## src/rtl/mem_stage_pkg.sv

```systemverilog
// rtl/mem_stage_pkg.sv - shared types and width defaults for the memory-access stage
package mem_stage_pkg;

    localparam int DATA_W_DEF = 16;
    localparam int RD_W_DEF   = 3;

    typedef enum logic {
        IDLE   = 1'b0,
        ACCESS = 1'b1
    } state_t;

    typedef struct packed {
        logic                  valid;
        logic                  we;
        logic [RD_W_DEF-1:0]   rd;
        logic [DATA_W_DEF-1:0] data;
    } wb_rec_t;

endpackage

```

## src/rtl/mem_timeout_counter.sv

```systemverilog
// rtl/mem_timeout_counter.sv - ACCESS-cycle counter that flags expiry after LIMIT cycles
module mem_timeout_counter #(
    parameter int LIMIT = 15
) (
    input  logic clk,
    input  logic rst_n,
    input  logic clear,
    input  logic en,
    output logic expire
);

    localparam int CW = $clog2(LIMIT + 1);

    logic [CW-1:0] count;

    // expire marks the last allowed cycle; the owner decides whether an ack beats it
    assign expire = en && (count == CW'(LIMIT - 1));

    always_ff @(posedge clk or negedge rst_n) begin
        if (!rst_n) begin
            count <= '0;
        end else if (clear) begin
            count <= '0;
        end else if (en && !expire) begin
            count <= count + CW'(1);
        end
    end

endmodule

```

## src/rtl/mem_stage.sv

```systemverilog
// rtl/mem_stage.sv - memory-access pipeline stage; MEM_TIMEOUT_EN adds an ACCESS timeout with fault pulse
module mem_stage
    import mem_stage_pkg::*;
#(
    parameter int DATA_W         = DATA_W_DEF,
    parameter int RD_W           = RD_W_DEF,
    parameter int TIMEOUT_CYCLES = 15
) (
    input  logic              clk,
    input  logic              rst_n,
    input  logic              in_valid,
    output logic              in_ready,
    input  logic [DATA_W-1:0] alu_result,
    input  logic [DATA_W-1:0] store_data,
    input  logic [RD_W-1:0]   rd,
    input  logic              mem_read,
    input  logic              mem_write,
    input  logic              reg_write,
    output logic              dmem_req,
    output logic              dmem_we,
    output logic [DATA_W-1:0] dmem_addr,
    output logic [DATA_W-1:0] dmem_wdata,
    input  logic [DATA_W-1:0] dmem_rdata,
    input  logic              dmem_ack,
    output logic              wb_valid,
    output logic              wb_we,
    output logic [RD_W-1:0]   wb_rd,
    output logic [DATA_W-1:0] wb_data,
    output logic              fault
);

    state_t          state;
    logic [RD_W-1:0] lat_rd;
    logic            lat_we;
    logic            timeout_expire;

    assign in_ready = (state == IDLE);

`ifdef MEM_TIMEOUT_EN
    mem_timeout_counter #(.LIMIT(TIMEOUT_CYCLES)) u_timeout (
        .clk    (clk),
        .rst_n  (rst_n),
        .clear  (state == IDLE),
        .en     (state == ACCESS),
        .expire (timeout_expire)
    );
`else
    logic unused_timeout;
    assign unused_timeout = ^TIMEOUT_CYCLES;
    assign timeout_expire = 1'b0;
`endif

    always_ff @(posedge clk or negedge rst_n) begin
        if (!rst_n) begin
            state      <= IDLE;
            lat_rd     <= '0;
            lat_we     <= 1'b0;
            dmem_req   <= 1'b0;
            dmem_we    <= 1'b0;
            dmem_addr  <= '0;
            dmem_wdata <= '0;
            wb_valid   <= 1'b0;
            wb_we      <= 1'b0;
            wb_rd      <= '0;
            wb_data    <= '0;
            fault      <= 1'b0;
        end else begin
            wb_valid <= 1'b0;
            fault    <= 1'b0;
            case (state)
                IDLE: begin
                    if (in_valid) begin
                        if (mem_write || mem_read) begin
                            // stores win over loads; a store never writes the register file
                            state      <= ACCESS;
                            dmem_req   <= 1'b1;
                            dmem_we    <= mem_write;
                            dmem_addr  <= alu_result;
                            dmem_wdata <= mem_write ? store_data : '0;
                            lat_rd     <= rd;
                            lat_we     <= reg_write && !mem_write;
                        end else begin
                            wb_valid <= 1'b1;
                            wb_we    <= reg_write;
                            wb_rd    <= rd;
                            wb_data  <= alu_result;
                        end
                    end
                end
                ACCESS: begin
                    // dmem_we still identifies a store here since it is held for the whole access
                    if (dmem_ack) begin
                        state    <= IDLE;
                        dmem_req <= 1'b0;
                        dmem_we  <= 1'b0;
                        wb_valid <= 1'b1;
                        wb_we    <= lat_we;
                        wb_rd    <= lat_rd;
                        wb_data  <= dmem_we ? '0 : dmem_rdata;
                    end else if (timeout_expire) begin
                        state    <= IDLE;
                        dmem_req <= 1'b0;
                        dmem_we  <= 1'b0;
                        fault    <= 1'b1;
                        wb_valid <= 1'b1;
                        wb_we    <= 1'b0;
                        wb_rd    <= lat_rd;
                        wb_data  <= '0;
                    end
                end
                default: state <= IDLE;
            endcase
        end
    end

endmodule

```

## config.mk

```make
export PLATFORM = sky130hd
export DESIGN_NAME = mem_stage
export DESIGN_NICKNAME = d
export VERILOG_FILES = /design/src/rtl/mem_stage_pkg.sv /design/src/rtl/mem_timeout_counter.sv /design/src/rtl/mem_stage.sv
export SDC_FILE = /design/constraint.sdc
export NUM_CORES = 1
export LEC_CHECK = 0
export BUFFER_PORTS_ARGS = -buffer_cell sky130_fd_sc_hd__buf_2
export CELL_PAD_IN_SITES_DETAIL_PLACEMENT = 0
export CELL_PAD_IN_SITES_GLOBAL_PLACEMENT = 2
export CORE_MARGIN = 3
export CORE_UTILIZATION = 29
export DETAILED_ROUTE_END_ITERATION = 7
export PLACE_DENSITY = 0.82
export SLEW_MARGIN = 10
export SYNTH_ARGS = -nofsm -noshare
export SYNTH_HDL_FRONTEND = slang
export SYNTH_SLANG_ARGS = --single-unit
```

## constraint.sdc

```tcl
create_clock -name clk -period 2.19 [get_ports clk]
set_clock_uncertainty 0.2 [all_clocks]
set_input_delay 0.3285 -clock clk [delete_from_list [all_inputs] [get_ports clk]]
set_output_delay 0.3285 -clock clk [all_outputs]
set_load 0.01 [all_outputs]
```

; ---- Word level (Yosys, flattened, before mapping)
; Cells that the tools add are included.
[word_totals]
register_bits = 60
output_inout_bits = 57
wordCells = 51
[classes]
n_eq_ne = 4
muxes = 29
bitwise_logic = 1
reduce_logical = 6
[op_table]
columns = op, count
row1 = 2-to-1 mux 16 bit, 5
row2 = one-hot mux 16 bit (2 select lines), 1
row3 = 2-to-1 mux 1 bit, 14
row4 = one-hot mux 1 bit (2 select lines), 5
row5 = 2-to-1 mux 3 bit, 3
row6 = AND reduction 3 bit, 3
row7 = inequality test 2 bit (second input constant), 3
row8 = one-hot mux 3 bit (2 select lines), 1
row9 = inequality test 2 x 1 -> 1 bit (second input constant), 1
row10 = logical AND 1 bit, 1
row11 = zero test 1 bit, 1
row12 = logical OR 1 bit, 1
row13 = NOT 1 bit, 1

; ---- Longest topological paths before layout
; Gate-level depths: netlist of the first run.
[logic_depth]
depth_word = 4
ltp_mapped = 6

; ---- Least setup slack after synthesis of the first run
; No wires, ideal clock.
[synth_path]
path_type = flip-flop to flip-flop
start = register state
end = register wb_data[10]
arrival_time_ps = 1271
t_required_ps = 1865
path_slack_ps = 594
path_stages_with_launch = 7
synth_period_minus_slack_ps = 1596
cell_sequence = dfrtp_1 > buf_6 > nor2b_4 > buf_6 > a21boi_4 > buf_6 > mux2_2
[synth_between]
elab_chain_len = 3
elab_cells_between_ends = 6
classes_between = eq/ne (3) / mux (1) / bitwise (1) / reduce/logical (1)
[synth_rtl]
columns = element, line_no
row1 = start: declaration, mem_stage.sv:32  ; state_t state;
row2 = start signal: assignment, mem_stage.sv:55  ; state <= IDLE;
row3 = start signal: assignment, mem_stage.sv:75  ; state <= ACCESS;
row4 = start signal: assignment, mem_stage.sv:93  ; state <= IDLE;
row5 = NOT 1 bit (no line), n/a
row6 = inequality test 2 bit (no line), n/a
row7 = AND reduction 3 bit (no line), n/a
row8 = end signal: assignment, mem_stage.sv:86  ; wb_data <= alu_result;
row9 = end signal: assignment, mem_stage.sv:99  ; wb_data <= dmem_we ? '0 : dmem_rdata;
row10 = end: declaration, mem_stage.sv:28  ; output logic [DATA_W-1:0] wb_data,
; Several ways; a longest one is shown, not always the timed one.
; A chain may end at the register's enable or synchronous reset.

; ---- Final worst setup path of the first run
[layout_path]
start = register state
end = register dmem_addr[5]
[layout_between]
elab_chain_len = 2
[layout_rtl]
columns = element, line_no
row1 = NOT 1 bit (no line), n/a
row2 = AND reduction 3 bit (no line), n/a
row3 = end signal: assignment, mem_stage.sv:78  ; dmem_addr <= alu_result;
row4 = end: declaration, mem_stage.sv:21  ; output logic [DATA_W-1:0] dmem_addr,
; No other way between the ends.

==> results.json, run 1 <==
{
  "dominantRegCellSynth": "sky130_fd_sc_hd__dfrtp_1",
  "die_h_um": 100,
  "synthesis.instances": 199,
  "total_routing_resource_utilization_after_global_routing": 0.133,
  "period_share": 0.868,
  "unrepaired_setup_endpoints_after_global_routing": "false",
  "critical_path_required_ns": 2.20,
  "cts-htree-levels": 3,
  "clockRootBuffer": "sky130_fd_sc_hd__clkbuf_8",
  "design.die.area_um2": 10100,
  "synthesis.nets": 257,
  "drt_iter0_drc": 29,
  "final_hold_viol_count": 0,
  "finalWorstSetupSlack_ns": 0.290,
  "finish.net_count": 376,
  "drt-wirelength-per-cell_um": 14.8,
  "clock_tree_from_tritoncts": "done",
  "cts_buffer_depth": 2,
  "multi_input_combinational_cell_area_um2": 912,
  "timing.final.max_slew_violations": 0,
  "viasPerCell": 4.59,
  "globalplace.congestion": 0.682,
  "yosys-top-cells-area": "sky130_fd_sc_hd__dfrtp_1 58%, sky130_fd_sc_hd__mux2_2 18%, sky130_fd_sc_hd__a22o_1 5.1%",
  "fp.coreArea_um2": 8420,
  "status": "complete, no violations",
  "synth_top_cells_by_count": "60 x sky130_fd_sc_hd__dfrtp_1, 42 x sky130_fd_sc_hd__mux2_2, 18 x sky130_fd_sc_hd__inv_1, 18 x sky130_fd_sc_hd__o21ai_0, 16 x sky130_fd_sc_hd__nand3_1",
  "gr-total-overflow": 0,
  "hold_fix_buffer_count_after_cts": 2,
  "number_of_placement_rows": 33,
  "hpwlAfterDp_um": 4520,
  "layout-drive-gt1-share": 0.573,
  "grt_pass1_wl_um": 10300,
  "crit_fanout": 27,
  "ir_drop_mv": 0.387,
  "ys_seq_elements": 60,
  "clock_sinks": 60,
  "ys_seq_area_frac": 0.582,
  "io_pins": 115,
  "cts.reportedPaths.clkPinSlew_ns": 0.07,
  "finalWorstPathRequiredPeriod_ns": 1.90,
  "async_flop_share": 1.00,
  "timing.critical_path.to_type": "flop",
  "layout_stage_area_growth_over_the_synthesis_result_pct": 35.8,
  "final.setup.tns_ns": 0,
  "fillers": 850,
  "synth_largest_area_cell": "sky130_fd_sc_hd__dfrtp_1",
  "synth_edf_count": 0,
  "ant_nets": 0,
  "cts_resized": 0,
  "worst_hold_path_type": "input port to flop",
  "synthDistinctLibCells": 22,
  "worst_setup_path_start_kind": "flop",
  "initial_antenna_violation_count": 0,
  "place_ws_ns": 0.294,
  "number_of_setup_violations_in_the_final_report": 0,
  "cts_setup_buffers": 0,
  "ys_warn_count": 0,
  "wl_um": 6320,
  "mappedNetlistArea_um2": 2580,
  "clk_latency_ns": 0.33,
  "drc": 0,
  "syn_avg_cell_area_um2": 13.0,
  "via_count": 1966,
  "power.static_leakage_nw": 1.75,
  "first_global_vias": 2056,
  "fmaxAchievable_mhz": 526,
  "antenna_cells_inserted": 0,
  "port-buffer-count": 113,
  "cts_made_buffers": 9,
  "dr.pass1.iters": 4,
  "initial_util": 0.306,
  "cp_data_arrival_time_ns": 1.91,
  "timing.max_cap.violations": 0,
  "yosys.cell_count.top_type": "sky130_fd_sc_hd__dfrtp_1",
  "setup.worst_path.class": "flop to flop",
  "synth_largest_type_area_fraction": 0.582,
  "die_x_um": 100,
  "maximum_number_of_pins_on_one_net_before_global_route_repair": 61,
  "power.density_nw_per_um2": 1060,
  "area.sequential_um2": 1500
}
==> report_power, final <==
group | switching (mW) | internal, mW | total, mW
combinational | 0.501 | 0.529 | 1.03
sequential | 0.154 | 1.40 | 1.56
clock | 0.448 | 0.669 | 1.12
==> worst max-delay path, cell delays in order (launching register included) <==
cell	delay, ns
sky130_fd_sc_hd__dfrtp_1	0.46
sky130_fd_sc_hd__nor2b_4	0.25
sky130_fd_sc_hd__nor2b_4	0.19
sky130_fd_sc_hd__buf_4	0.30
sky130_fd_sc_hd__mux2_2	0.37
==> layer usage <==
metal  global-route usage  vias to the layer above  wire length (µm)
met5                    0                        -                 0
met4               0.0601                        0                98
met3               0.0410                        9               479
met2                0.203                       67              2980
met1                0.173                      957              2760
li1                     -                      933                 -
==> stage by stage <==
| stage | cells | utilization | area (µm²) | hold slack, ns | power (mW) |
|---|---|---|---|---|---|
| final | 428 | 0.416 | 3500 | 0.0255 | 3.70 |
| after global routing | 428 | 0.416 | 3500 | 0.0222 | 3.95 |
| after CTS | 428 | 0.416 | 3500 | 0.00885 | 3.78 |
| after detailed placement | 410 | 0.387 | 3260 | 0.161 | 2.63 |
| after global placement | 410 | 0.387 | 3260 | 0.165 | 2.61 |
| after floorplan | 199 | - | 2580 | -0.167 | 2.15 |
==> cell families after synthesis <==
family                 count (synthesis)  synth area share
flip-flops                            60             0.582
multiplexers                          43             0.189
AO/OA/AOI/OAI                         37             0.102
buffers and inverters                 33            0.0664
AND/OR/NAND/NOR                       25            0.0587
other                                  1           0.00145
==> state kept, by name, indices dropped and copies added, names as in the netlist, 3 cells and up <==
name,flops
lat_rd,3
wb_data,16
dmem_wdata,16
wb_rd,3
dmem_addr,16
==> layout make-up <==
| class | count | area share |
|---|---|---|
| clock inverters | 6 | 0.0250 |
| flip-flops and latches | 60 | 0.428 |
| multi-input cells | 106 | 0.260 |
| well taps | 105 | 0.0375 |
| clock buffers | 10 | 0.0393 |
| inverters | 19 | 0.0203 |
| repair buffers | 122 | 0.189 |
==> layout by cell type (no fill, tap or decap) <==
cell type	synthesis	layout
sky130_fd_sc_hd__buf_4	3	5
sky130_fd_sc_hd__buf_12	0	2
sky130_fd_sc_hd__a21boi_4	1	1
sky130_fd_sc_hd__inv_2	1	1
sky130_fd_sc_hd__dlygate4sd3_1	0	2
sky130_fd_sc_hd__conb_1	1	1
sky130_fd_sc_hd__inv_1	18	18
sky130_fd_sc_hd__mux2_2	42	42
sky130_fd_sc_hd__clkinvlp_4	0	3
sky130_fd_sc_hd__nand3_1	16	16
sky130_fd_sc_hd__mux2_4	1	1
sky130_fd_sc_hd__nor2b_4	2	3
sky130_fd_sc_hd__o21bai_1	1	1
sky130_fd_sc_hd__clkbuf_8	0	10
sky130_fd_sc_hd__clkinv_2	0	1
sky130_fd_sc_hd__dfrtp_1	60	60
sky130_fd_sc_hd__nand2_1	4	4
sky130_fd_sc_hd__a21o_1	1	1
sky130_fd_sc_hd__a22o_1	15	15
sky130_fd_sc_hd__buf_2	5	113
sky130_fd_sc_hd__o2bb2ai_1	1	1
sky130_fd_sc_hd__nand4b_1	1	1
sky130_fd_sc_hd__bufinv_16	0	2
sky130_fd_sc_hd__nor2_4	1	1
sky130_fd_sc_hd__o21ai_0	18	18
==> path summary, 6_finish.rpt <==
kind                                start              to  slack [ns]  depth (start not counted)
max reg2reg                         state    dmem_addr[5]        0.29                          4
min                        store_data[15]  dmem_wdata[15]        0.03                          3
min in group asynchronous           rst_n        wb_valid        0.33                          3
max                                 state    dmem_addr[5]        0.29                          4
max in group asynchronous           rst_n  dmem_wdata[11]        1.19                          3
min reg2reg                      dmem_req        dmem_req        0.28                          1
Note: power is estimated with default switching activity, not from simulation.
==> run 2, diff against run 1 <==
Settings changed: HOLD_SLACK_MARGIN set to 0.08.
==> run 2 against run 1 <==
Sequential cell count unchanged; sequential power is essentially flat; final cell count rose by 8.2%; worst setup slack better by 0.0027 ns; maximum frequency grew 0.14%; critical endpoint unchanged; largest power group unchanged.
==> results.json, run 2 (synthesized netlist as in run 1, its figures left out) <==
{
  "status": "complete, no violations",
  "startpoint_of_the_most_critical_register_to_register_path": "state",
  "ant_nets": 0,
  "cts_setup_buffers": 0,
  "final.setup.tns_ns": 0,
  "hpwlAfterDp_um": 4520,
  "cpMostUsedCell": "sky130_fd_sc_hd__nor2b_4",
  "clockRootBuffer": "sky130_fd_sc_hd__clkbuf_8",
  "design.die.area_um2": 10100,
  "power.density_nw_per_um2": 974,
  "cts_buffer_depth": 2,
  "finish.net_count": 411,
  "antenna_cells_inserted": 0,
  "rrSetupSlack_ns": 0.29,
  "critical_path_required_ns": 2.20,
  "rr_endpoint": "dmem_addr[5]",
  "first_global_vias": 2134,
  "viasPerCell": 4.52,
  "hold_fix_buffer_count_after_cts": 37,
  "gr-usage-met1": 0.182,
  "gr-total-overflow": 0,
  "setup.worst_path.class": "flop to flop",
  "multi_input_combinational_cell_area_um2": 912,
  "mostFrequentLayoutCells": "113 x sky130_fd_sc_hd__buf_2, 60 x sky130_fd_sc_hd__dfrtp_1, 42 x sky130_fd_sc_hd__mux2_2",
  "ff2ff_path_depth": 4,
  "final_hold_viol_count": 0,
  "crit_path_cell_chain": "nor2b_4, nor2b_4, buf_4, mux2_2",
  "global_route.peak_usage_layer": "met2",
  "clk_latency_ns": 0.33,
  "total_routing_resource_utilization_after_global_routing": 0.138,
  "area.sequential_um2": 1500,
  "final_design_area_no_fill_um2": 3850,
  "worst_hold_path.num_cells": 3,
  "initial_antenna_violation_count": 0,
  "drt-wirelength-per-cell_um": 14.0,
  "drt_iter0_drc": 27,
  "timing.max_cap.violations": 0,
  "crit_fanout": 27,
  "unrepaired_setup_endpoints_after_global_routing": "false",
  "layout-drive-gt1-share": 0.517,
  "timing.critical_path.to_type": "flop",
  "fmaxAchievable_mhz": 527,
  "most_frequent_standard_cell_in_the_layout_excluding_fill_and_tap_cells": "sky130_fd_sc_hd__buf_2",
  "io_pins": 115,
  "timing.final.max_slew_violations": 0,
  "fillers": 817,
  "port-buffer-count": 113,
  "clock_tree_from_tritoncts": "done",
  "clock_sinks": 60,
  "use_met3": 0.0382,
  "hold_end": "lat_we",
  "wl_um": 6490,
  "fp.coreArea_um2": 8420,
  "globalplace.congestion": 0.682,
  "die_x_um": 100,
  "worst_setup_path_start_kind": "flop",
  "cts-htree-levels": 3,
  "cts_resized": 0,
  "layout_stage_area_growth_over_the_synthesis_result_pct": 49.4,
  "worst_hold_path_type": "input port to flop",
  "grt_use_met2": 0.212,
  "reg_top3": "dmem_addr (16), dmem_wdata (16), wb_data (16)",
  "number_of_placement_rows": 33,
  "cp_data_arrival_time_ns": 1.91,
  "maximum_number_of_pins_on_one_net_before_global_route_repair": 61,
  "via_count": 2095,
  "finalWorstPathRequiredPeriod_ns": 1.90,
  "drc": 0,
  "cts.reportedPaths.clkPinSlew_ns": 0.07,
  "max_stage_delay_ns": 0.46,
  "placedInstanceArea_um2": 3260,
  "grt_pass1_wl_um": 10800,
  "die_h_um": 100,
  "timing.hold.worst.start": "reg_write",
  "slowest_stage_cell_cp": "sky130_fd_sc_hd__dfrtp_1",
  "period_share": 0.866,
  "power.static_leakage_nw": 1.90,
  "cts_made_buffers": 9,
  "ir_drop_mv": 0.385,
  "dr.pass1.iters": 4,
  "number_of_setup_violations_in_the_final_report": 0,
  "initial_util": 0.306
}
==> run 2: stage by stage <==
stage	std cells	hold slack, ns	util	total power [mW]	worst slack [ns]
after floorplan	199	-0.167	-	2.15	0.594
after global placement	410	0.165	0.387	2.61	0.354
after detailed placement	410	0.161	0.387	2.63	0.294
after CTS	463	0.0833	0.458	3.83	0.276
after global routing	463	0.129	0.458	4.00	0.177
final	463	0.110	0.458	3.75	0.293
==> run 2: power by group <==
part / total (mW) / internal, mW / switching (mW)
clock network: 1.12 / 0.669 / 0.447
registers: 1.56 / 1.40 / 0.152
logic: 1.08 / 0.569 / 0.511
==> run 2: worst max path at each step <==
stage               start       endpoint  slack [ns]
finish              state   dmem_addr[5]        0.29
global route        state  dmem_addr[13]        0.18
CTS                 state   dmem_addr[5]        0.28
detailed placement  state  dmem_addr[12]        0.29
global placement    state  dmem_addr[12]        0.35
floorplan           state    wb_data[10]        0.59
==> run 2: layout make-up <==
type                    count  area share
clock buffers              10      0.0357
clock inverters             6      0.0227
inverters                  19      0.0185
multi-input cells         106       0.237
flip-flops and latches     60       0.389
well taps                 105      0.0341
repair buffers            157       0.263
==> run 2: routing by layer <==
layer / routed length, µm / part of all wire
met1: 2890 / 0.45
met2: 3070 / 0.47
met3: 431 / 0.066
met4: 93 / 0.014
met5: 0 / 0
==> run 2: critical path: cells and delay by family, from the launching register on <==
kind	cells	cell delay [ns]
buffers and inverters	1	0.30
DFF	1	0.46
and+or+nand+nor	2	0.44
muxes	1	0.37
==> run 3, diff against run 2 <==
Settings changed: CELL_PAD_IN_SITES_DETAIL_PLACEMENT 0 to not set, CELL_PAD_IN_SITES_GLOBAL_PLACEMENT 2 to not set, CORE_UTILIZATION 29 to 47, PLACE_DENSITY 0.82 to 0.83.
==> run 3 against run 2 <==
Global-route usage increased by 9.5 points; critical path depth increased by 2; worst setup slack got worse by 0.058 ns; first-iteration DRC count increased to 3.3 times the previous value; critical endpoint is now wb_data[4].
==> results.json, run 3 (synthesized netlist as in run 1, its figures left out) <==
{
  "final.setup.tns_ns": 0,
  "io_pins": 115,
  "cts_buffer_depth": 2,
  "drt-wirelength-per-cell_um": 15.9,
  "timing.hold.worst.start": "reg_write",
  "worst_hold_path.num_cells": 3,
  "power.static_leakage_nw": 1.89,
  "clock_tree_from_tritoncts": "done",
  "initial_antenna_violation_count": 0,
  "viasPerCell": 4.97,
  "clock_sinks": 60,
  "die_h_um": 80.1,
  "timing.final.max_slew_violations": 0,
  "antenna_cells_inserted": 0,
  "mostFrequentLayoutCells": "113 x sky130_fd_sc_hd__buf_2, 60 x sky130_fd_sc_hd__dfrtp_1, 42 x sky130_fd_sc_hd__mux2_2",
  "fin_hold_ws_ns": 0.117,
  "layout_stage_area_growth_over_the_synthesis_result_pct": 46.4,
  "cellInternalPower_mw": 2.49,
  "first_global_vias": 2301,
  "initial_util": 0.496,
  "most_frequent_standard_cell_in_the_layout_excluding_fill_and_tap_cells": "sky130_fd_sc_hd__buf_2",
  "wl_um": 6810,
  "hpwlAfterDp_um": 4470,
  "cts_resized": 0,
  "rrSetupSlack_ns": 0.41,
  "critical_path_required_ns": 2.20,
  "cp_data_arrival_time_ns": 1.97,
  "ff2ff_path_depth": 4,
  "ir_drop_mv": 0.470,
  "dr.pass1.iters": 4,
  "finish.net_count": 412,
  "drc": 0,
  "crit_path_cell_chain": "dlygate4sd3_1, buf_2, nand2_1, a21boi_4, buf_4, mux2_2",
  "gr-total-overflow": 0,
  "final_hold_viol_count": 0,
  "worst_hold_path_type": "input port to flop",
  "startpoint_of_the_most_critical_register_to_register_path": "state",
  "worst_setup_path_start_kind": "input port",
  "power.density_nw_per_um2": 951,
  "layout.core_utilization": 0.725,
  "rr_endpoint": "dmem_addr[14]",
  "max_stage_delay_ns": 0.54,
  "unrepaired_setup_endpoints_after_global_routing": "false",
  "sequentialPowerShare": 0.435,
  "port-buffer-count": 113,
  "post-layout-total-power_mw": 3.59,
  "power.clock.fraction": 0.260,
  "layout-drive-gt1-share": 0.515,
  "clk_latency_ns": 0.33,
  "fp.coreArea_um2": 5200,
  "status": "complete, no violations",
  "cts.reportedPaths.clkPinSlew_ns": 0.07,
  "via_count": 2131,
  "timing.max_cap.violations": 0,
  "slowest_stage_cell_cp": "sky130_fd_sc_hd__dlygate4sd3_1",
  "netSwitchingFraction": 0.306,
  "cts_made_buffers": 9,
  "crit_fanout": 21,
  "globalplace.congestion": 0.748,
  "period_share": 0.893,
  "finalWorstPathRequiredPeriod_ns": 1.96,
  "fmaxAchievable_mhz": 511,
  "maximum_number_of_pins_on_one_net_before_global_route_repair": 34,
  "drt_iter0_drc": 89,
  "number_of_setup_violations_in_the_final_report": 0,
  "placed_cells": 376,
  "number_of_placement_rows": 26,
  "total_routing_resource_utilization_after_global_routing": 0.232,
  "clockRootBuffer": "sky130_fd_sc_hd__clkbuf_8",
  "design.die.area_um2": 6410,
  "die_x_um": 80.1,
  "cts-htree-levels": 3,
  "setup.worst_path.class": "input port to flop",
  "power.switching_mw": 1.10,
  "timing.critical_path.to_type": "flop",
  "grt_pass1_wl_um": 11100,
  "reg_top3": "dmem_addr (16), dmem_wdata (16), wb_data (16)",
  "final-instance-count-excl-fill": 429,
  "ant_nets": 0,
  "share_comb_of_total_power": 0.305,
  "hold_end": "lat_we"
}
==> run 3: cell count changes in the layout (fill, tap and decap cells not counted), sizes merged <==
cell	delta
clkinvlp	-3
clkinv	+4
bufinv	-1
buf	+1
==> run 3: area by class of cell <==
type	instances	area (µm²)
Clock inverter	6	55.1
Timing Repair Buffer	158	1020
Tap cell	70	87.6
Fill cell	375	1430
Sequential cell	60	1500
Inverter	19	71.3
Clock buffer	10	128
Multi-Input combinational cell	106	912
==> run 3: what timing repair did <==
item | in CTS | in global routing
hold endpoints to repair | 96 | 0
setup buffers | 0 | 0
hold buffers | 37 | 0
==> run 3: worst max-delay path, delay by kind of cell <==
kind            cells  cell delay [ns]
compound gates      1             0.17
buf+inv             3             0.98
mux                 1             0.37
simple gates        1             0.10
==> run 3: metrics by stage <==
stage          instance area, µm²  worst slack (ns)
6_report                     3780             0.235
5_1_grt                      3780             0.141
4_1_cts                      3780             0.219
3_5_place_dp                 3220             0.434
3_3_place_gp                 3220             0.468
2_1_floorplan                2580             0.594
==> run 3: power by group through the flow <==
| stage | Combinational [mW] | Sequential (mW) | Clock, mW |
|---|---|---|---|
| 6_report | 1.10 | 1.56 | 0.935 |
| 5_1_grt | 1.20 | 1.60 | 1.01 |
| 4_1_cts | 1.11 | 1.56 | 0.963 |
| 3_5_place_dp | 1.05 | 1.57 | 0 |
| 3_3_place_gp | 1.02 | 1.56 | 0 |
| 2_1_floorplan | 0.449 | 1.70 | 0 |
==> run 3: worst max-delay path by stage <==
stage / startpoint / to / slack (ns) / cells after the start
6_report: dmem_ack / wb_data[4] / 0.23 / 6
5_1_grt: state / in_ready / 0.14 / 3
4_1_cts: state / in_ready / 0.22 / 3
3_5_place_dp: state / dmem_addr[14] / 0.43 / 4
3_3_place_gp: dmem_ack / wb_data[3] / 0.47 / 5
2_1_floorplan: state / wb_data[10] / 0.59 / 6
==> run 3: metal layers <==
metal | GRT usage | wire, µm | vias to the layer above
met5 | 0 | 0 | -
met3 | 0.0684 | 430 | 21
met1 | 0.261 | 2710 | 1025
met4 | 0.130 | 227 | 0
li1 | - | - | 1001
met2 | 0.392 | 3450 | 84
